## src/rtl/mem_fill_verify.sv

```systemverilog
// mem_fill_verify
//   Fills a single-port synchronous RAM with a selectable pattern. It can then
//   read every word back and check it against the same pattern. This block owns
//   the RAM bus until done, and then hands the memory to the next stage.
//
// Ports
//   clk, reset_n            clock, asynchronous active-low reset
//   start                   run request; the block acts on its 0->1 edge only
//   mode, fill_value        pattern select and seed; latched when a run is accepted
//   verify_en               add a readback pass after the fill; latched when a run is accepted
//   mem_address/mem_data/mem_wren   RAM request (all registered)
//   mem_q                   RAM read data, valid READ_LAT cycles after mem_address
//   busy                    high through FILL, VERIFY and DRAIN
//   done                    one-cycle completion pulse
//   error/err_count/fail_addr  sticky mismatch flag, saturating count, first bad address
//
// Pattern for address a (fv = latched fill_value):
//   00: a   01: fv   10: ~a   11: fv + a   (all truncated/extended to DATA_W)
module mem_fill_verify #(
  parameter int ADDR_W   = 8,
  parameter int DATA_W   = 8,
  parameter int DEPTH    = 256,
  parameter int READ_LAT = 1,
  parameter int CNT_W    = 9
) (
  input  logic              clk,
  input  logic              reset_n,
  input  logic              start,
  input  logic [1:0]        mode,
  input  logic [DATA_W-1:0] fill_value,
  input  logic              verify_en,
  output logic [ADDR_W-1:0] mem_address,
  output logic [DATA_W-1:0] mem_data,
  output logic              mem_wren,
  input  logic [DATA_W-1:0] mem_q,
  output logic              busy,
  output logic              done,
  output logic              error,
  output logic [CNT_W-1:0]  err_count,
  output logic [ADDR_W-1:0] fail_addr
);

  typedef enum logic [2:0] {
    S_IDLE,
    S_FILL,
    S_VERIFY,
    S_DRAIN,
    S_DONE
  } state_e;

  // The end of a pass is detected by comparing against the terminal count.
  // This also works when DEPTH == 2**ADDR_W, because the counter never has to
  // reach DEPTH.
  localparam logic [ADDR_W-1:0] LAST_ADDR  = ADDR_W'(DEPTH - 1);
  localparam logic [1:0]        DRAIN_LAST = 2'(READ_LAT - 1);
  localparam logic [CNT_W-1:0]  CNT_MAX    = '1;

  function automatic logic [DATA_W-1:0] pattern(
    input logic [1:0]        m,
    input logic [DATA_W-1:0] fv,
    input logic [ADDR_W-1:0] a
  );
    logic [DATA_W-1:0] aw;
    aw = DATA_W'(a);
    case (m)
      2'b00:   pattern = aw;
      2'b01:   pattern = fv;
      2'b10:   pattern = ~aw;
      default: pattern = fv + aw;
    endcase
  endfunction

  state_e                          state_q, state_d;
  logic [ADDR_W-1:0]               addr_q, addr_d;
  logic [DATA_W-1:0]               data_q, data_d;
  logic                            wren_q, wren_d;
  logic                            busy_q, busy_d;
  logic                            done_q, done_d;
  logic                            error_q, error_d;
  logic [CNT_W-1:0]                cnt_q, cnt_d;
  logic [ADDR_W-1:0]               fail_q, fail_d;
  logic [1:0]                      mode_q, mode_d;
  logic [DATA_W-1:0]               fv_q, fv_d;
  logic                            ven_q, ven_d;
  logic                            start_q, start_d;
  logic [1:0]                      drain_q, drain_d;
  // Read-tracking pipeline. Stage k holds the read that was issued k cycles ago.
  // The last stage lines up with the returning mem_q.
  logic [READ_LAT:1]               vld_pipe_q, vld_pipe_d;
  logic [READ_LAT:1][ADDR_W-1:0]   apipe_q, apipe_d;

  logic [ADDR_W-1:0] addr_inc;
  logic [ADDR_W-1:0] cmp_addr;
  logic              mismatch;
  logic              accept;

  assign addr_inc = addr_q + ADDR_W'(1);
  assign cmp_addr = apipe_q[READ_LAT];
  assign mismatch = vld_pipe_q[READ_LAT] && (mem_q != pattern(mode_q, fv_q, cmp_addr));
  assign accept   = (state_q == S_IDLE) && start && !start_q;

  always_comb begin
    state_d = state_q;
    addr_d  = addr_q;
    data_d  = '0;
    wren_d  = 1'b0;
    error_d = error_q;
    cnt_d   = cnt_q;
    fail_d  = fail_q;
    mode_d  = mode_q;
    fv_d    = fv_q;
    ven_d   = ven_q;
    drain_d = drain_q;
    start_d = start;

    // While a read is being issued, addr_q is that read's address. Outside
    // VERIFY the pipeline shifts in bubbles.
    vld_pipe_d    = '0;
    apipe_d       = '0;
    vld_pipe_d[1] = (state_q == S_VERIFY);
    apipe_d[1]    = addr_q;
    for (int k = 2; k <= READ_LAT; k++) begin
      vld_pipe_d[k] = vld_pipe_q[k-1];
      apipe_d[k]    = apipe_q[k-1];
    end

    // Compare results go in before the state case. That way a clear on an
    // accepted start always wins; the pipeline is empty in IDLE anyway.
    if (mismatch) begin
      error_d = 1'b1;
      if (cnt_q != CNT_MAX) cnt_d = cnt_q + CNT_W'(1);
      if (!error_q) fail_d = cmp_addr;
    end

    case (state_q)
      S_IDLE: begin
        if (accept) begin
          mode_d  = mode;
          fv_d    = fill_value;
          ven_d   = verify_en;
          error_d = 1'b0;
          cnt_d   = '0;
          fail_d  = '0;
          state_d = S_FILL;
          addr_d  = '0;
          wren_d  = 1'b1;
          data_d  = pattern(mode, fill_value, '0);
        end
      end
      S_FILL: begin
        if (addr_q == LAST_ADDR) begin
          addr_d  = '0;
          state_d = ven_q ? S_VERIFY : S_DONE;
        end else begin
          addr_d = addr_inc;
          wren_d = 1'b1;
          data_d = pattern(mode_q, fv_q, addr_inc);
        end
      end
      S_VERIFY: begin
        if (addr_q == LAST_ADDR) begin
          addr_d  = '0;
          drain_d = '0;
          state_d = S_DRAIN;
        end else begin
          addr_d = addr_inc;
        end
      end
      S_DRAIN: begin
        if (drain_q == DRAIN_LAST) state_d = S_DONE;
        else                       drain_d = drain_q + 2'd1;
      end
      S_DONE:  state_d = S_IDLE;
      default: state_d = S_IDLE;
    endcase

    busy_d = (state_d == S_FILL) || (state_d == S_VERIFY) || (state_d == S_DRAIN);
    done_d = (state_d == S_DONE);
  end

  always_ff @(posedge clk or negedge reset_n) begin
    if (!reset_n) begin
      state_q    <= S_IDLE;
      addr_q     <= '0;
      data_q     <= '0;
      wren_q     <= 1'b0;
      busy_q     <= 1'b0;
      done_q     <= 1'b0;
      error_q    <= 1'b0;
      cnt_q      <= '0;
      fail_q     <= '0;
      mode_q     <= '0;
      fv_q       <= '0;
      ven_q      <= 1'b0;
      // Resetting to 1 means a start held high through reset is not seen as an edge.
      start_q    <= 1'b1;
      drain_q    <= '0;
      vld_pipe_q <= '0;
      apipe_q    <= '0;
    end else begin
      state_q    <= state_d;
      addr_q     <= addr_d;
      data_q     <= data_d;
      wren_q     <= wren_d;
      busy_q     <= busy_d;
      done_q     <= done_d;
      error_q    <= error_d;
      cnt_q      <= cnt_d;
      fail_q     <= fail_d;
      mode_q     <= mode_d;
      fv_q       <= fv_d;
      ven_q      <= ven_d;
      start_q    <= start_d;
      drain_q    <= drain_d;
      vld_pipe_q <= vld_pipe_d;
      apipe_q    <= apipe_d;
    end
  end

  assign mem_address = addr_q;
  assign mem_data    = data_q;
  assign mem_wren    = wren_q;
  assign busy        = busy_q;
  assign done        = done_q;
  assign error       = error_q;
  assign err_count   = cnt_q;
  assign fail_addr   = fail_q;

endmodule

```

## config.mk

```make
export PLATFORM = sky130hd
export DESIGN_NAME = mem_fill_verify
export DESIGN_NICKNAME = d
export VERILOG_FILES = /design/src/rtl/mem_fill_verify.sv
export SDC_FILE = /design/constraint.sdc
export NUM_CORES = 1
export LEC_CHECK = 0
export BUFFER_PORTS_ARGS = -buffer_cell sky130_fd_sc_hd__clkbuf_2
export CAP_MARGIN = 20
export CORE_ASPECT_RATIO = 1.75
export CORE_MARGIN = 2
export CORE_UTILIZATION = 52
export DETAILED_ROUTE_END_ITERATION = 8
export PLACE_DENSITY = 0.87
export SLEW_MARGIN = 25
export SYNTH_ARGS = -nofsm -noshare
export SYNTH_HDL_FRONTEND = slang
export SYNTH_SLANG_ARGS = --single-unit
```

## constraint.sdc

```tcl
create_clock -name clk -period 2.9 [get_ports clk]
set_input_delay 0.58 -clock clk [delete_from_list [all_inputs] [get_ports clk]]
set_output_delay 0.58 -clock clk [all_outputs]
set_load 0.01 [all_outputs]
```

==> flow_metrics.env, run 1 <==
export IMPL_synth_edf_count=0
export IMPL_drt_iter0_drc=251
export IMPL_dp_hpwl_um=8070
export IMPL_dieArea_sq_mm=0.00833
export IMPL_crit_fanout=3
export IMPL_clk_path_buf_depth=2
export IMPL_syn_nets=492
export IMPL_place_congestion=0.900
export IMPL_grt_overflow_total=0
export IMPL_clkPwrFrac_pct=19.8
export IMPL_p_int_mw=3.08
export IMPL_tightest_slew_ns=0.845
export IMPL_rows=42
export IMPL_drv_cap=0
export IMPL_clock_sinks=63
export IMPL_pwr_share_comb_pct=55.9
export IMPL_critPathLaunchType="flop"
export IMPL_insertion_delay_ns=0.34
export IMPL_wl_um=11400
export IMPL_synth_cell_type_count=61
export IMPL_grt_max_degree=38
export IMPL_synth_seq_cells=63
export IMPL_cts_hold_buf=0
export IMPL_wire_per_inst_um=18.0
export IMPL_switchingPower_mw=2.26
export IMPL_die_h_um=119
export IMPL_violations="negative setup slack"
export IMPL_tns_ns=-5.15
export IMPL_drtPass1Iterations=5
export IMPL_synth_seq_area_share_pct=40.0
export IMPL_avgSynthCellArea_sq_um=8.75
export IMPL_antenna_found_initial=0
export IMPL_layout_nets=581
export IMPL_max_freq_mhz=308
export IMPL_required_ns=3.12
export IMPL_worstSetupPathType="reg -> reg"
export IMPL_setup_worst_path_end_class="flop"
export IMPL_maxSlewHeadroom_pct=43.6
export IMPL_htree_levels=3
export IMPL_rsz0062_at_grt="true"
export IMPL_worstHoldPathType="in -> async"
export IMPL_start_util_pct=52.9
export IMPL_leakage_nw=2.44
export IMPL_hold_viol=0
export IMPL_p_sw_share_pct=42.3
export IMPL_cts_tree="yes"
export IMPL_post_route_period_util_pct=112
export IMPL_final_cell_mix="69 x nand2_1, 62 x dfrtp_1, 58 x clkbuf_2"
export IMPL_grt_pass1_vias=4060
export IMPL_finClkSkew_ns=0.00750
export IMPL_ys_flop_type="dfrtp_1"
export IMPL_finalWorstSetupSlack_ns=-0.352
export IMPL_yosysWarningCount=0
export IMPL_drive_above_1_share_pct=26.1
export IMPL_layout_commonest_cell="nand2_1"
export IMPL_cellPowerDensity_mw_per_mm2=1080
export IMPL_synthArstFlopShare_pct=100
export IMPL_grtUsageMet2_pct=50.1
export IMPL_cts_clk_slew_worst_paths_ns=0.06
export IMPL_viasPerCell=6.11
export IMPL_num_vias=3868
export IMPL_fin_crit_ns=3.25
export IMPL_port_buffers=58
export IMPL_ios=59
export IMPL_syn_area_sq_mm=0.00395
export IMPL_area_growth_pct=25.5
export IMPL_drc=0
export IMPL_top_usage_layer="met2"
export IMPL_antenna_cells=0
export IMPL_grt_use_met1_pct=29.7
export IMPL_report_final_slew_viol_count=0
export IMPL_ir_drop_uv=625
export IMPL_final_core_util_pct=66.4
export IMPL_postRouteAntennaNets=0
export IMPL_cts_buffers=9
export IMPL_die_x_um=69.9
export IMPL_design_core_area_sq_mm=0.00746
export IMPL_syn_instance_count=451
export IMPL_worst_ep_arrival_time_ns=3.47
export IMPL_seqPwrFrac_pct=24.2
export IMPL_track_usage_pct=28.9
export IMPL_run_status="complete, but fails checks"
export IMPL_cts_root_buf="clkbuf_16"
export IMPL_grt_pass1_wl_um=18800
export IMPL_grt_use_met3_pct=5.84
export IMPL_finalSetupViolations=18
[sequential cells by signal, summed over array words and instances, names as in the netlist, 2 cells and up]
signal	count
mem_address	8
mode_q	2
apipe_q	8
fv_q	8
drain_q	2
state_q	3
fail_addr	8
mem_data	8
err_count	9
[final cells by class]
class | instances | area (sq um)
Sequential cell | 63 | 1580
Timing Repair Buffer | 100 | 609
Inverter | 20 | 75.1
Fill cell | 581 | 2510
Clock buffer | 10 | 229
Tap cell | 88 | 110
Multi-Input combinational cell | 346 | 2290
Clock inverter | 6 | 61.3
[repair_timing]
action	CTS	global route
gates resized for setup	7	11
pin swaps	10	8
setup endpoints to repair	18	19
setup buffers	2	3
[per-stage QoR]
stage | cells | setup WS (ns) | power (mW) | hold slack [ns] | area, sq um
after floorplan | 451 | -0.164 | 3.13 | 0.284 | 3950
after global placement | 612 | -0.276 | 3.92 | 0.450 | 4520
after detailed placement | 612 | -0.401 | 4.05 | 0.463 | 4520
after CTS | 630 | -0.353 | 5.19 | 0.269 | 4860
after global routing | 633 | -0.492 | 5.73 | 0.318 | 4950
final | 633 | -0.352 | 5.34 | 0.259 | 4950
[layer usage]
metal / part of all wire (%) / vias up
li1: - / 1777
met3: 5.1 / 56
met4: 6.9 / 0
met1: 35 / 1872
met2: 53 / 163
met5: 0 / -
[kinds of logic (layout without fill, tap and decap cells)]
| family | after synthesis | after routing | share of synthesized area [%] |
|---|---|---|---|
| XOR/XNOR | 19 | 19 | 4.22 |
| AND/OR/NAND/NOR | 173 | 173 | 20.7 |
| multiplexers | 20 | 20 | 5.17 |
| adder cells (fa/ha/maj) | 19 | 19 | 6.40 |
| buffers and inverters | 42 | 136 | 4.79 |
| AO/OA/AOI/OAI | 115 | 115 | 18.8 |
| flip-flops | 63 | 63 | 40.0 |
[worst max-delay path, cell delays in order (launching register included)]
cell and delay (ns):
dfrtp_1 0.38, ha_2 0.21, inv_2 0.04, fa_1 0.47, mux2i_1 0.08, or3b_1 0.36, a32oi_1 0.19, o211ai_1 0.13
or4_4 0.53, nor3_4 0.14, buf_6 0.16, a21oi_4 0.08, buf_4 0.17, a31oi_1 0.13, nor2_1 0.07
[cells in the mapped netlist, types with 9 or more instances]
cell type  number  area share [%]
o21ai_0        21             2.7
nand2_1        69             6.6
mux2i_1        17             4.3
nand3_1        14             1.8
nor2_1         37             3.5
nand2b_1       10             1.6
nor3_1          9             1.1
a21oi_1        34             4.3
xnor2_1        11             2.4
inv_1          19             1.8
ha_1           17             5.4
dfrtp_1        62              39
clkbuf_1       13             1.2
[final timing paths]
check                                           start                      to  depth (start not counted)  slack, ns
max in group asynchronous                     reset_n  fail_addr[2]$_DFF_PN0_                          2       1.82
max reg2reg                       fv_q[0]$_DFFE_PN0P_  err_count[8]$_DFF_PN0_                         14      -0.35
min                                           reset_n   mode_q[0]$_DFFE_PN0P_                          1       0.26
max                               fv_q[0]$_DFFE_PN0P_  err_count[8]$_DFF_PN0_                         14      -0.35
min reg2reg                mem_address[7]$_DFFE_PN0P_    apipe_q[7]$_DFF_PN0_                          0       0.48
min in group clk                                start       start_q$_DFF_PN1_                          1       0.33
[power by group through the flow]
| stage | registers (mW) | clock network, mW | logic, mW |
|---|---|---|---|
| 2_1_floorplan | 1.34 | 0 | 1.80 |
| 3_3_place_gp | 1.28 | 0 | 2.64 |
| 3_5_place_dp | 1.30 | 0 | 2.75 |
| 4_1_cts | 1.29 | 1.08 | 2.83 |
| 5_1_grt | 1.32 | 1.10 | 3.31 |
| 6_report | 1.29 | 1.06 | 2.99 |
Note: power is estimated with default switching activity, not from simulation.
==> inputs of run 2 (changes only) <==
--- a/config.mk
+++ b/config.mk
@@ -9,9 +9,9 @@
 export CAP_MARGIN = 20
 export CORE_ASPECT_RATIO = 1.75
 export CORE_MARGIN = 2
-export CORE_UTILIZATION = 52
+export CORE_UTILIZATION = 55
 export DETAILED_ROUTE_END_ITERATION = 8
-export PLACE_DENSITY = 0.87
+export PLACE_DENSITY = 0.78
 export SLEW_MARGIN = 25
 export SYNTH_ARGS = -nofsm -noshare
 export SYNTH_HDL_FRONTEND = slang
==> constraint.sdc (replaced) <==
create_clock -name clk -period 4.2 [get_ports clk]
set_input_delay 0.84 -clock clk [delete_from_list [all_inputs] [get_ports clk]]
set_output_delay 0.84 -clock clk [all_outputs]
set_load 0.01 [all_outputs]
==> flow_metrics.env, run 2 (synthesis results as in run 1) <==
export IMPL_cts_buffers=9
export IMPL_cts_root_buf="clkbuf_16"
export IMPL_die_x_um=68.0
export IMPL_layout_cells_non_filler=592
export IMPL_drt_iter0_drc=160
export IMPL_drc=0
export IMPL_fin_crit_ns=3.45
export IMPL_p_int_mw=1.90
export IMPL_grt_overflow_total=0
export IMPL_seqPwrFrac_pct=29.5
export IMPL_rsz0062_at_grt="false"
export IMPL_die_h_um=116
export IMPL_regToRegSetupSlack_ns=0.75
export IMPL_required_ns=4.46
export IMPL_worstSetupPathType="reg -> reg"
export IMPL_dp_hpwl_um=7400
export IMPL_ctsResizeCount=0
export IMPL_port_buffers=58
export IMPL_maxSlewHeadroom_pct=46.2
export IMPL_pwr_share_comb_pct=48.5
export IMPL_hold_viol=0
export IMPL_final_cell_mix="69 x nand2_1, 62 x dfrtp_1, 58 x clkbuf_2"
export IMPL_clk_path_buf_depth=2
export IMPL_run_status="finished, final reports clean"
export IMPL_cp_startpoint="fv_q[0]$_DFFE_PN0P_"
export IMPL_wire_per_inst_um=16.8
export IMPL_cts_tree="yes"
export IMPL_worst_ep_arrival_time_ns=3.70
export IMPL_antenna_found_initial=0
export IMPL_r2r_start="fv_q[0]$_DFFE_PN0P_"
export IMPL_clock_sinks=63
export IMPL_setup_worst_path_end_class="flop"
export IMPL_track_usage_pct=27.7
export IMPL_wl_um=9940
export IMPL_start_util_pct=57.1
export IMPL_antenna_cells=0
export IMPL_tns_ns=0
export IMPL_drtPass1Iterations=5
export IMPL_worstHoldPathType="in -> async"
export IMPL_dieArea_sq_mm=0.00790
export IMPL_ir_drop_uv=417
export IMPL_grt_max_degree=46
export IMPL_drive_above_1_share_pct=18.3
export IMPL_ios=59
export IMPL_design_core_area_sq_mm=0.00691
export IMPL_rows=40
export IMPL_r2r_end="fail_addr[6]$_DFF_PN0_"
export IMPL_num_vias=3541
export IMPL_cts_clk_slew_worst_paths_ns=0.06
export IMPL_place_congestion=0.902
export IMPL_finClkSkew_ns=0.00522
export IMPL_viasPerCell=5.98
export IMPL_crit_fanout=8
export IMPL_final_core_util_pct=66.3
export IMPL_area_growth_pct=16.0
export IMPL_placed_cells=576
export IMPL_tightest_slew_ns=0.807
export IMPL_report_final_slew_viol_count=0
export IMPL_cellPowerDensity_mw_per_mm2=726
export IMPL_grt_pass1_vias=3497
export IMPL_htree_levels=3
export IMPL_layout_nets=544
export IMPL_leakage_nw=2.23
export IMPL_layout_commonest_cell="nand2_1"
export IMPL_grt_pass1_wl_um=16200
export IMPL_cts_setup_buffers=0
export IMPL_finalSetupViolations=0
export IMPL_post_route_period_util_pct=82.0
export IMPL_crit_end="fail_addr[6]$_DFF_PN0_"
export IMPL_critPathLaunchType="flop"
export IMPL_clkPwrFrac_pct=22.0
export IMPL_postRouteAntennaNets=0
export IMPL_max_freq_mhz=290
export IMPL_p_sw_share_pct=43.0
export IMPL_finalPower_mw=3.33
export IMPL_switchingPower_mw=1.43
export IMPL_largest_register_ffs=9
export IMPL_drv_cap=0
export IMPL_insertion_delay_ns=0.33
export IMPL_worst_r2r_cell_count=12
export IMPL_cts_hold_buf=0
==> run 2: worst max-delay path, cell delays in order, from the launching register on <==
cell,delay (ns)
dfrtp_1,0.40
ha_1,0.21
inv_1,0.06
fa_1,0.47
mux2i_1,0.08
or3b_1,0.37
a32oi_1,0.20
o211ai_1,0.17
or4_4,0.58
nor3_4,0.22
a21oi_2,0.14
nand2b_2,0.24
mux2i_1,0.23
==> run 2: area by class of cell <==
class,count,area (sq um)
multi-input cells,346,2190
repair buffers,63,328
flip-flops and latches,63,1580
fillers,574,2330
well taps,84,105
clock inverters,7,73.8
clock buffers,9,225
inverters,20,75.1
==> run 2: routing by layer <==
layer / routed length (um) / track usage (%) / vias up
met5: 0 / 0 / -
met2: 5350 / 46.3 / 88
met3: 347 / 5.83 / 30
met1: 3840 / 31.6 / 1717
met4: 403 / 16.3 / 0
li1: - / - / 1706
==> run 2: worst min path at each step <==
stage               cells past startpoint                endpoint                        from
finish                                  1          done$_DFF_PN0_                     reset_n
detailed placement                      0    apipe_q[7]$_DFF_PN0_  mem_address[7]$_DFFE_PN0P_
floorplan                               1  drain_q[1]$_DFFE_PN0P_      drain_q[1]$_DFFE_PN0P_
global route                            1          done$_DFF_PN0_                     reset_n
global placement                        0    apipe_q[7]$_DFF_PN0_  mem_address[7]$_DFFE_PN0P_
CTS                                     1          done$_DFF_PN0_                     reset_n
==> run 2: power by group through the flow <==
stage | Combinational (mW) | Sequential [mW] | Clock, mW
6_report | 1.61 | 0.981 | 0.731
5_1_grt | 1.79 | 1.01 | 0.769
4_1_cts | 1.60 | 0.977 | 0.738
3_5_place_dp | 1.58 | 0.987 | 0
3_3_place_gp | 1.53 | 0.980 | 0
2_1_floorplan | 1.24 | 0.922 | 0
==> run 2: through the flow <==
step                setup WS, ns  cell area, sq um  hold slack (ns)
floorplan                   1.13              3950            0.466
global placement           0.876              4270            0.460
detailed placement         0.762              4270            0.459
CTS                        0.763              4570            0.459
global route               0.483              4580            0.487
finish                     0.755              4580            0.448
==> inputs of run 3 (changes only) <==
==> constraint.sdc (replaced) <==
create_clock -name clk -period 3.3 [get_ports clk]
set_input_delay 0.66 -clock clk [delete_from_list [all_inputs] [get_ports clk]]
set_output_delay 0.66 -clock clk [all_outputs]
set_load 0.01 [all_outputs]
==> flow_metrics.env, run 3 (synthesis results as in run 1) <==
export IMPL_track_usage_pct=28.2
export IMPL_finalPower_mw=4.28
export IMPL_wire_per_inst_um=17.2
export IMPL_grt_pass1_wl_um=16500
export IMPL_clock_sinks=63
export IMPL_rows=40
export IMPL_wl_um=10400
export IMPL_ios=59
export IMPL_nFillCells=584
export IMPL_drive_above_1_share_pct=20.6
export IMPL_grt_overflow_total=0
export IMPL_fin_crit_ns=3.31
export IMPL_ir_drop_uv=611
export IMPL_p_int_mw=2.47
export IMPL_area_growth_pct=19.2
export IMPL_finalSetupViolations=1
export IMPL_switchingPower_mw=1.81
export IMPL_hold_viol=0
export IMPL_cp_startpoint="fv_q[0]$_DFFE_PN0P_"
export IMPL_crit_fanout=8
export IMPL_r2r_start="fv_q[0]$_DFFE_PN0P_"
export IMPL_dpl_instance_area_sq_mm=0.00435
export IMPL_cts_tree="yes"
export IMPL_largest_register_ffs=9
export IMPL_grt_max_degree=36
export IMPL_drt_iter0_drc=230
export IMPL_die_x_um=68.0
export IMPL_drv_cap=0
export IMPL_finClkSkew_ns=0.00532
export IMPL_final_cell_mix="69 x nand2_1, 62 x dfrtp_1, 58 x clkbuf_2"
export IMPL_insertion_delay_ns=0.33
export IMPL_design_core_area_sq_mm=0.00691
export IMPL_maxSlewHeadroom_pct=49.9
export IMPL_drtPass1Iterations=4
export IMPL_clkPwrFrac_pct=20.4
export IMPL_slowest_stage="or4_4"
export IMPL_path_cells="ha_2, inv_2, fa_1, mux2i_1, or3b_1, a32oi_1, o211ai_1, or4_4, nor3_4, buf_6, a21oi_4, nand2b_4, mux2i_1"
export IMPL_worst_ep_arrival_time_ns=3.56
export IMPL_port_buffers=58
export IMPL_p_sw_share_pct=42.3
export IMPL_violations="negative setup slack"
export IMPL_cts_clk_slew_worst_paths_ns=0.05
export IMPL_worstSetupPathType="reg -> reg"
export IMPL_htree_levels=3
export IMPL_stdcell_area_sq_mm=0.00470
export IMPL_num_vias=3640
export IMPL_dieArea_sq_mm=0.00790
export IMPL_leakage_nw=2.30
export IMPL_placed_cells=586
export IMPL_antenna_cells=0
export IMPL_tightest_slew_ns=0.749
export IMPL_clk_path_buf_depth=2
export IMPL_die_h_um=116
export IMPL_setup_worst_path_end_class="flop"
export IMPL_critPathLaunchType="flop"
export IMPL_dp_hpwl_um=7650
export IMPL_post_route_period_util_pct=100
export IMPL_place_congestion=0.848
export IMPL_max_freq_mhz=302
export IMPL_rsz0062_at_grt="true"
export IMPL_viasPerCell=6.03
export IMPL_run_status="complete, but fails checks"
export IMPL_cellPowerDensity_mw_per_mm2=910
export IMPL_layout_nets=557
export IMPL_seqPwrFrac_pct=28.0
export IMPL_antenna_found_initial=0
export IMPL_tns_ns=-0.0136
export IMPL_cts_root_buf="clkbuf_16"
export IMPL_layout_cells_non_filler=604
export IMPL_start_util_pct=57.1
export IMPL_drc=0
export IMPL_cts_buffers=9
export IMPL_grt_pass1_vias=3629
export IMPL_pwr_share_comb_pct=51.6
export IMPL_crit_path_frequent_cell="mux2i_1"
export IMPL_layout_commonest_cell="nand2_1"
export IMPL_worstHoldPathType="in -> async"
export IMPL_report_final_slew_viol_count=0
export IMPL_finalWorstSetupSlack_ns=-0.0136
export IMPL_required_ns=3.54
export IMPL_slowest_delay_ns=0.57
export IMPL_postRouteAntennaNets=0
## run 3: cell types whose count changed in the layout (fill, tap and decap cells not counted), sizes merged
cell | previous run | this run
clkbuf | 67 | 73
bufinv | 1 | 0
buf | 5 | 17
clkinvlp | 4 | 0
a21oi | 36 | 37
clkinv | 2 | 0
## run 3: routing by layer
metal | vias up | track usage, % | routed length [um]
li1 | 1735 | - | -
met1 | 1769 | 29.8 | 3890
met2 | 98 | 49.8 | 5610
met3 | 38 | 3.98 | 376
met4 | 0 | 18.9 | 527
met5 | - | 0 | 0
## run 3: final timing paths
| path | to | cells after the start | slack, ns |
|---|---|---|---|
| worst max-delay path | fail_addr[0]$_DFF_PN0_ | 13 | -0.01 |
| worst min-delay path | ven_q$_DFFE_PN0P_ | 1 | 0.24 |
| worst max register to register | fail_addr[0]$_DFF_PN0_ | 13 | -0.01 |
| worst min register to register | apipe_q[7]$_DFF_PN0_ | 0 | 0.47 |
| max in group asynchronous | fail_addr[2]$_DFF_PN0_ | 2 | 2.27 |
| min in group clk | start_q$_DFF_PN1_ | 1 | 0.44 |
## run 3: per-stage QoR
stage                     hold slack (ns)  setup WS, ns  util, %
after CTS                           0.253        0.0152     67.0
after detailed placement            0.459       -0.0435     62.9
after global routing                0.276        -0.177     68.1
after global placement              0.451        0.0728     62.9
after floorplan                     0.364         0.235        -
final                               0.245       -0.0136     68.1
## run 3: area by class of cell
| type | instances | area [sq um] | share of cell area, % |
|---|---|---|---|
| sequential | 63 | 1580 | 33.5 |
| tap | 84 | 105 | 2.23 |
| multi-input combinational | 347 | 2240 | 47.7 |
| clock buffer | 15 | 278 | 5.90 |
| inverter | 20 | 75.1 | 1.60 |
| timing repair buffer | 75 | 425 | 9.04 |
## run 3: critical path, delay by kind of cell, from the launching register on
kind                     cells  cell delay (ns)
AND/OR/NAND/NOR              4             1.25
flip-flops                   1             0.34
adder cells (fa/ha/maj)      2             0.68
buffers and inverters        2             0.20
multiplexers                 2             0.31
AO/OA/AOI/OAI                3             0.44
## run 3: what timing repair did
| item | 4_1_cts | 5_1_grt |
|---|---|---|
| endpoints found under the hold margin | 0 | 0 |
| gates cloned | 0 | 1 |
| resized for setup | 1 | 10 |
| pin swaps | 0 | 4 |
| setup endpoints to repair | 8 | 17 |
| buffers inserted | 0 | 2 |
| hold buffers | 0 | 0 |
## run 3: power groups by stage
stage               Clock, mW  Sequential (mW)  Combinational [mW]
global placement            0             1.20                2.07
finish                  0.874             1.20                2.21
floorplan                   0             1.17                1.58
global route            0.915             1.23                2.45
CTS                     0.880             1.19                2.16
detailed placement          0             1.21                2.15
